### src/rtl/mc_integrator.sv
// mc_integrator: time-multiplexed multi-channel signed integrator (wrap / saturate / integrate-and-dump)
// Ports: clk, resetb (async active-low); in_valid/in_ch/in sample stream; mode, dump_len, clr/clr_ch controls;
//        out_valid/out_ch/out/out_acc/ovf registered result (held when idle); sat_stky per-channel sticky overflow.
module mc_integrator #(
  parameter int IN_W = 9,
  parameter int ACC_W = 26,
  parameter int OUT_W = 9,
  parameter int NCH = 4,
  parameter int CNT_W = 16,
  localparam int CH_W = (NCH > 1) ? $clog2(NCH) : 1
) (
  input  logic             clk,
  input  logic             resetb,
  input  logic             in_valid,
  input  logic [CH_W-1:0]  in_ch,
  input  logic [IN_W-1:0]  in,
  input  logic [1:0]       mode,
  input  logic [CNT_W-1:0] dump_len,
  input  logic             clr,
  input  logic [CH_W-1:0]  clr_ch,
  output logic             out_valid,
  output logic [CH_W-1:0]  out_ch,
  output logic [OUT_W-1:0] out,
  output logic [ACC_W-1:0] out_acc,
  output logic             ovf,
  output logic [NCH-1:0]   sat_stky
);
  localparam logic [CH_W:0] NCH_L = (CH_W+1)'(NCH);
  logic [ACC_W-1:0] acc_q [NCH];
  logic [ACC_W-1:0] acc_d [NCH];
  logic [CNT_W-1:0] cnt_q [NCH];
  logic [CNT_W-1:0] cnt_d [NCH];
  logic [NCH-1:0]   sat_stky_q, sat_stky_d;
  logic             out_valid_q, out_valid_d;
  logic [CH_W-1:0]  out_ch_q, out_ch_d;
  logic [ACC_W-1:0] out_acc_q, out_acc_d;
  logic             ovf_q, ovf_d;
  logic             hit, clr_hit, ovf_w, sat_mode, dump_mode, dump;
  logic [ACC_W:0]   sum;
  logic [ACC_W-1:0] res;
  logic [CNT_W:0]   cnt_inc, dlen;
  assign hit       = in_valid && ({1'b0, in_ch} < NCH_L);
  assign clr_hit   = clr && ({1'b0, clr_ch} < NCH_L);
  assign sum       = {acc_q[in_ch][ACC_W-1], acc_q[in_ch]} + {{(ACC_W+1-IN_W){in[IN_W-1]}}, in};
  assign ovf_w     = sum[ACC_W] ^ sum[ACC_W-1];
  assign sat_mode  = (mode == 2'd1) || (mode == 2'd2);
  assign dump_mode = mode == 2'd2;
  // clamp toward the true sign of the sum, held in the extra top bit
  assign res       = (ovf_w && sat_mode) ? {sum[ACC_W], {(ACC_W-1){~sum[ACC_W]}}} : sum[ACC_W-1:0];
  assign cnt_inc   = {1'b0, cnt_q[in_ch]} + (CNT_W+1)'(1);
  assign dlen      = {1'b0, (dump_len == '0) ? CNT_W'(1) : dump_len};
  assign dump      = cnt_inc >= dlen;
  always_comb begin
    acc_d       = acc_q;
    cnt_d       = cnt_q;
    sat_stky_d  = sat_stky_q;
    out_valid_d = 1'b0;
    out_ch_d    = out_ch_q;
    out_acc_d   = out_acc_q;
    ovf_d       = ovf_q;
    if (hit && clr_hit && clr_ch == in_ch) begin
      out_valid_d = 1'b1;
      out_ch_d    = in_ch;
      out_acc_d   = '0;
      ovf_d       = 1'b0;
    end else if (hit) begin
      acc_d[in_ch] = (dump_mode && dump) ? '0 : res;
      cnt_d[in_ch] = (dump_mode && !dump) ? cnt_inc[CNT_W-1:0] : '0;
      if (ovf_w) sat_stky_d[in_ch] = 1'b1;
      if (!dump_mode || dump) begin
        out_valid_d = 1'b1;
        out_ch_d    = in_ch;
        out_acc_d   = res;
        ovf_d       = ovf_w;
      end
    end
    // applied last so a clear always beats a same-channel update
    if (clr_hit) begin
      acc_d[clr_ch]      = '0;
      cnt_d[clr_ch]      = '0;
      sat_stky_d[clr_ch] = 1'b0;
    end
  end
  always_ff @(posedge clk or negedge resetb) begin
    if (!resetb) begin
      acc_q       <= '{default: '0};
      cnt_q       <= '{default: '0};
      sat_stky_q  <= '0;
      out_valid_q <= 1'b0;
      out_ch_q    <= '0;
      out_acc_q   <= '0;
      ovf_q       <= 1'b0;
    end else begin
      acc_q       <= acc_d;
      cnt_q       <= cnt_d;
      sat_stky_q  <= sat_stky_d;
      out_valid_q <= out_valid_d;
      out_ch_q    <= out_ch_d;
      out_acc_q   <= out_acc_d;
      ovf_q       <= ovf_d;
    end
  end
  assign out_valid = out_valid_q;
  assign out_ch    = out_ch_q;
  assign out_acc   = out_acc_q;
  assign out       = out_acc_q[ACC_W-1 -: OUT_W];
  assign ovf       = ovf_q;
  assign sat_stky  = sat_stky_q;
endmodule

### config.mk
export PLATFORM = sky130hd
export DESIGN_NAME = mc_integrator
export DESIGN_NICKNAME = d
export VERILOG_FILES = /design/src/rtl/mc_integrator.sv
export SDC_FILE = /design/constraint.sdc
export NUM_CORES = 1
export LEC_CHECK = 0
export BUFFER_PORTS_ARGS = -buffer_cell sky130_fd_sc_hd__buf_4
export CAP_MARGIN = 10
export CORE_MARGIN = 2
export CORE_UTILIZATION = 55
export CTS_CLUSTER_DIAMETER = 50
export DETAILED_ROUTE_END_ITERATION = 12
export PLACE_DENSITY_LB_ADDON = 0.2
export REMOVE_ABC_BUFFERS = 1
export SYNTH_ARGS = -nofsm -noshare
export SYNTH_HDL_FRONTEND = slang
export SYNTH_SLANG_ARGS = --single-unit
### constraint.sdc
create_clock -name clk -period 3.4 [get_ports clk]
set_clock_uncertainty 0.05 [all_clocks]
set_input_delay 0.34 -clock clk [delete_from_list [all_inputs] [get_ports clk]]
set_output_delay 0.34 -clock clk [all_outputs]
set_load 0.01 [all_outputs]
# After elaboration in Yosys (flattened, before gate mapping)

Cells that the tools add are included.
W data, S select, Z words.

Bitwise logic cells: 11
Divide/modulo/power cells: 0
Add/sub/neg operators: 2
Magnitude comparators: 9
Multipliers: 0
Equality and inequality tests: 3
Reductions and logical operators: 17
Muxes and demuxes: 46
Shifts and indexed selects: 0

Operators with widths:

| operator                | number |
|---|---|
| $mux W104               | 3 |
| $mux W26                | 9 |
| $mux W64                | 3 |
| $and A104 B104 Y104     | 1 |
| $bwmux W104             | 1 |
| $demux W26 S2           | 2 |
| $not A104 Y104          | 1 |
| $mux W16                | 6 |
| $and A64 B64 Y64        | 1 |
| $bwmux W64              | 1 |
| $demux W16 S2           | 2 |
| $not A64 Y64            | 1 |
| $bmux W26 S2            | 1 |
| $bmux W16 S2            | 1 |
| $add A26 B9 Y27         | 1 |
| $add A16 B1 Y17 const B | 1 |
| $ge A17 B16 Y1          | 1 |
| $logic_not A16 Y1       | 1 |
| $mux W4                 | 4 |
| $logic_and A1 B1 Y1     | 9 |
| $mux W1                 | 8 |
| $ge A3 B3 Y1 const B    | 2 |
| $lt A2 B3 Y1 const B    | 2 |
| $lt A3 B1 Y1 const B    | 2 |
| other kinds (16)        | 24 |

Register bits: 202
Input port bits: 35
Latch bits: 0
Memories kept: 0
ROM bits: 0
Bits in writable memories: 0
Output and inout bits: 43

# Depth between registers and ports, before layout

Depth in word-level cells: 14
Gate-level depth with buffers: 20

# Least setup slack after synthesis

Ideal clock, no wire load.

Kind: input-to-reg
Start point: in in_ch[0]
End point: reg acc_q[101] (netlist name)
Slack: -1,292 ps
Setup time: 121 ps
Stages: 15
Arrival: 4,521 ps
Path through: buf_4 -> buf_6 -> clkbuf_1 -> buf_1 -> mux4_2 -> ha_1 -> clkbuf_1 -> a21oi_1 -> o211ai_1 -> a221oi_1 -> a2111oi_1 -> nor4_1 -> mux2i_4 -> and3_1 -> a22o_1

RTL lines:

| element              | RTL line | source |
|---|---|---|
| start, declared      | 15       | `input logic [CH_W-1:0] in_ch,` |
| end signal, assigned | 86       | `acc_q <= '{default: '0};` |
| end signal, assigned | 94       | `acc_q <= acc_d;` |
| end, declared        | 29       | `logic [ACC_W-1:0] acc_q [NCH];` |

# Worst setup path in the final report

Start point: reg cnt_q[16] (netlist name)
End point: reg out_ch_q[1] (netlist: out_ch[1])

Word-level cells in the longest chain between the ends: 8

Ends and longest elaborated chain:

| element                                     | RTL line | source |
|---|---|---|
| start, declared                             | 31       | `logic [CNT_W-1:0] cnt_q [NCH];` |
| start signal, assigned                      | 95       | `cnt_q <= cnt_d;` |
| $bmux W16 S2                                | 50       | `assign cnt_inc = {1'b0, cnt_q[in_ch]} + (CNT_W+1)'(1);` |
| $mux W16 (not written as such) (2 in a row) | 50       |  |
| $add A16 B1 Y17                             | 50       |  |
| $ge A17 B16 Y1                              | 52       | `assign dump = cnt_inc >= dlen;` |
| $logic_or A1 B1 Y1                          | 70       | `if (!dump_mode \|\| dump) begin` |
| $reduce_bool A2 Y1 (no source line)         | n/a      |  |
| $reduce_and A2 Y1 (no source line)          | n/a      |  |
| end signal, assigned                        | 98       | `out_ch_q <= out_ch_d;` |
| end, declared                               | 35       | `logic [CH_W-1:0] out_ch_q, out_ch_d;` |

Every way passes these cells. The select of a mux whose other input is x is not followed.
A chain may end at the register's enable or synchronous reset.

==> flow_summary.toml <==
[global_routing]
first_global_vias = 10500
antenna_found_initial = 0
grt_pass1_wl_um = 55900
grt_use_total_pct = 32.9
grt_max_degree = 91
grt-ovfl-total = 0

[placed_design]
place_area_um2 = 13200
hpwl_um = 21200
globalplace.congestion = 0.894
io_buffer_count = 77
placedCellCount = 1612
place_ws_ps = -905

[route]
dr_total_vias = 10400
drc = 0
dr.first_iter.drc_count = 1204
wl_um = 36700
wire_per_inst_um = 21.7
vias_per_cell = 6.14
antenna_left = 0
dr.pass1.iters = 6

[final_layout]
layout.cells.non_filler = 1693
drive_gt1_share_pct = 37.0
final_cell_area_um2 = 15300
fin_nets = 1491
final.fill_count = 1208
area_delta_synth_final_pct = 37.9
postLayoutCoreUtil_pct = 78.0
diodes = 0

[die]
die_height_um = 146
core_area_um2 = 19600
start_util_pct = 56.5
die_x_um = 146
die_area_um2 = 21300
rows = 51
ios = 78

[timing]
maxSlewViolCount = 0
worst_pin_slew_ps = 794
whs_ps = 168
rsz0062_at_grt = "true"
hold_violations = 0
fin_crit_sh_pct = 119
timing.final.crit_period_ps = 4030
setup_viol = 198
max-slew-margin-rel_pct = 46.9
totalNegativeSetupSlack_ps = -98180
fmax_mhz = 248
setup_ws_ps = -631

[synth]
synth_area_um2 = 11100
ys_seq_area_share_pct = 45.6
synthArstFlopShare_pct = 100
synthFlopType = "dfrtp_1"
synth-compound-area-share_pct = 16.0
synth-simple-area-share_pct = 16.7
synth_xor_area_share_pct = 3.08
yosysUniqueCellTypes = 64
synth.area.top_cells = "dfrtp_1 (46%), nand2_1 (9.1%), mux4_2 (8.5%)"
synth-seq-cells = 202
yosysWarnings = 0
yosys.area.top_type_share_pct = 45.6
synth_top_family_by_area = "simple AND/OR/NAND/NOR gates"
synth_edf_count = 0
synthMuxAreaShare_pct = 8.95
syn_inst = 1161
synth_top_cell_by_area = "dfrtp_1"
syn_avg_cell_area_um2 = 9.54
synth_fa_ha_area_share_pct = 5.15

[power_and_ir_drop]
peakVddDrop_v = 0.000629
p_per_area_nw_per_um2 = 783
power_mw = 12.0
p_leak_nw = 7.08

[hold_path]
holdPathEnd = "acc_q[77]"
hold_start = "clr_ch[1]"
holdPathStages = 3
hold_path.class = "input pin to flip-flop"

[setup_path]
required_ps = 3760
start_kind = "flip-flop"
end_kind = "flip-flop"
r2r_end = "out_ch[1]"
worstPathCellList = "mux4_2, buf_4, nand3_1, or3_4, nor4_4, xor2_1, ha_1, nand3_1, nor4_4, nor3_2, nand4_1, buf_4, o21ai_4, buf_12, mux2_4"
max_stage_delay_ps = 410
slowest_stage = "or3_4"
rrSetupSlack_ps = -630
critPathMaxFanout = 8
r2r-start = "cnt_q[16]"
r2r_cells = 15
crit_type = "flip-flop to flip-flop"
cp.arrival_ps = 4390

[clock_network]
cts_max_level = 1
clkSinkCount = 202
root_buffer = "clkbuf_16"
clkSlewWorstSetupHoldPaths_ps = 60
clock_path_buffers = 3
clock_latency_ps = 520
cts_buffers = 25
cts_tree = "done"

[run_status]
status = "finished, violations left"
failed_checks = "setup timing"

[job]
drv_cap = 0
## layer usage
metal,vias to the layer above,track usage (%),share of wire [%]
met3,124,5.77,9.5
met5,-,0,0
met2,574,53.6,48
met1,5106,45.1,39
li1,4591,-,-
met4,0,10.8,3.7
## logic make-up (layout without fill, tap and decap cells)
group                      count (synthesis)  in the layout
and+or+nand+nor                          425            425
AOI/OAI and AO/OA                        299            299
DFF                                      202            202
buffers and inverters                    106            373
adders and majority gates                 45             45
muxes                                     45             45
xor gates and xnor gates                  39             39
## power by group
| group | internal (mW) | total (mW) | switching, mW |
|---|---|---|---|
| Combinational | 2.83 | 5.88 | 3.04 |
| Sequential | 3.13 | 3.55 | 0.429 |
| Clock | 1.50 | 2.54 | 1.04 |
| Total | 7.45 | 12.0 | 4.51 |
## flip-flops by register name, summed over array words and instances, names as in the netlist
signal     flops
acc_q        104
cnt_q         64
out_acc       26
sat_stky       4
out_ch         2
out_valid      1
ovf            1
## worst max path at each step
stage | start | to
after floorplan | in_ch[0] | out_ch[0]
after global placement | in_ch[0] | acc_q[20]
after detailed placement | in_ch[0] | out_acc[10]
after CTS | cnt_q[1] | out_acc[10]
after global routing | cnt_q[32] | out_ch[1]
final | cnt_q[16] | out_ch[1]
## repair_timing
action	CTS	global route
hold buffers	1	0
buffers inserted	12	13
pin swaps	19	18
hold endpoints to repair	85	0
endpoints found under the setup margin	202	202
gates resized for setup	89	96
cloned	9	3
## worst max-delay path, delay by kind of cell, from the launching register on
kind            cells  cell delay, ps
fa+ha+maj           1             330
flops               1             360
mux                 2             590
buf+inv             3             550
xor+xnor            1             290
compound gates      1             210
simple gates        7            1510
## Yosys cell counts (4+ instances only)
cell type and number:
inv_1 28, and3_1 14, nand3_1 23, xnor2_1 18, nand2b_1 6, a22o_1 25, ha_1 44, nor2_1 51
a21boi_0 4, buf_2 19, xor2_1 21, a211oi_1 5, nand4_1 8, a21oi_1 94, a211o_1 4, a21o_1 10
mux4_2 42, nor3_1 8, o21ai_0 21, and2_1 8, o21ai_1 101, a31oi_1 4, clkbuf_4 4, nor2b_1 15
clkbuf_1 37, nor4_1 6, nand2_1 270, o21bai_1 4, dfrtp_1 202, buf_4 12
## cells in the final DEF, fill, tap and decap left out, types with 5 or more instances in the layout
master | netlist | routed
a21o_1 | 10 | 10
a21oi_1 | 94 | 70
a21oi_2 | 1 | 24
a22o_1 | 25 | 25
and2_1 | 8 | 8
and3_1 | 14 | 9
buf_12 | 1 | 14
buf_16 | 0 | 8
buf_4 | 12 | 271
clkbuf_1 | 37 | 5
clkbuf_16 | 0 | 28
clkinvlp_4 | 0 | 5
dfrtp_1 | 202 | 202
ha_1 | 44 | 34
ha_4 | 0 | 9
inv_1 | 28 | 27
mux4_2 | 42 | 42
nand2_1 | 270 | 258
nand2_2 | 0 | 10
nand3_1 | 23 | 17
nand3_4 | 0 | 5
nand4_1 | 8 | 8
nor2_1 | 51 | 35
nor2_2 | 0 | 13
nor2b_4 | 0 | 10
nor3_1 | 8 | 5
o21ai_0 | 21 | 17
o21ai_1 | 101 | 82
o21ai_2 | 0 | 21
xnor2_1 | 18 | 16
xor2_1 | 21 | 19
## layout make-up
type / count / area [um^2] / area share (%)
Multi-Input combinational cell: 853 / 6310 / 41.3
Tap cell: 265 / 332 / 2.17
Timing Repair Buffer: 301 / 2690 / 17.6
Clock buffer: 33 / 686 / 4.49
Inverter: 28 / 105 / 0.688
Sequential cell: 202 / 5050 / 33.1
Clock inverter: 11 / 100 / 0.655
No activity file was read; power rests on OpenSTA's default activity.
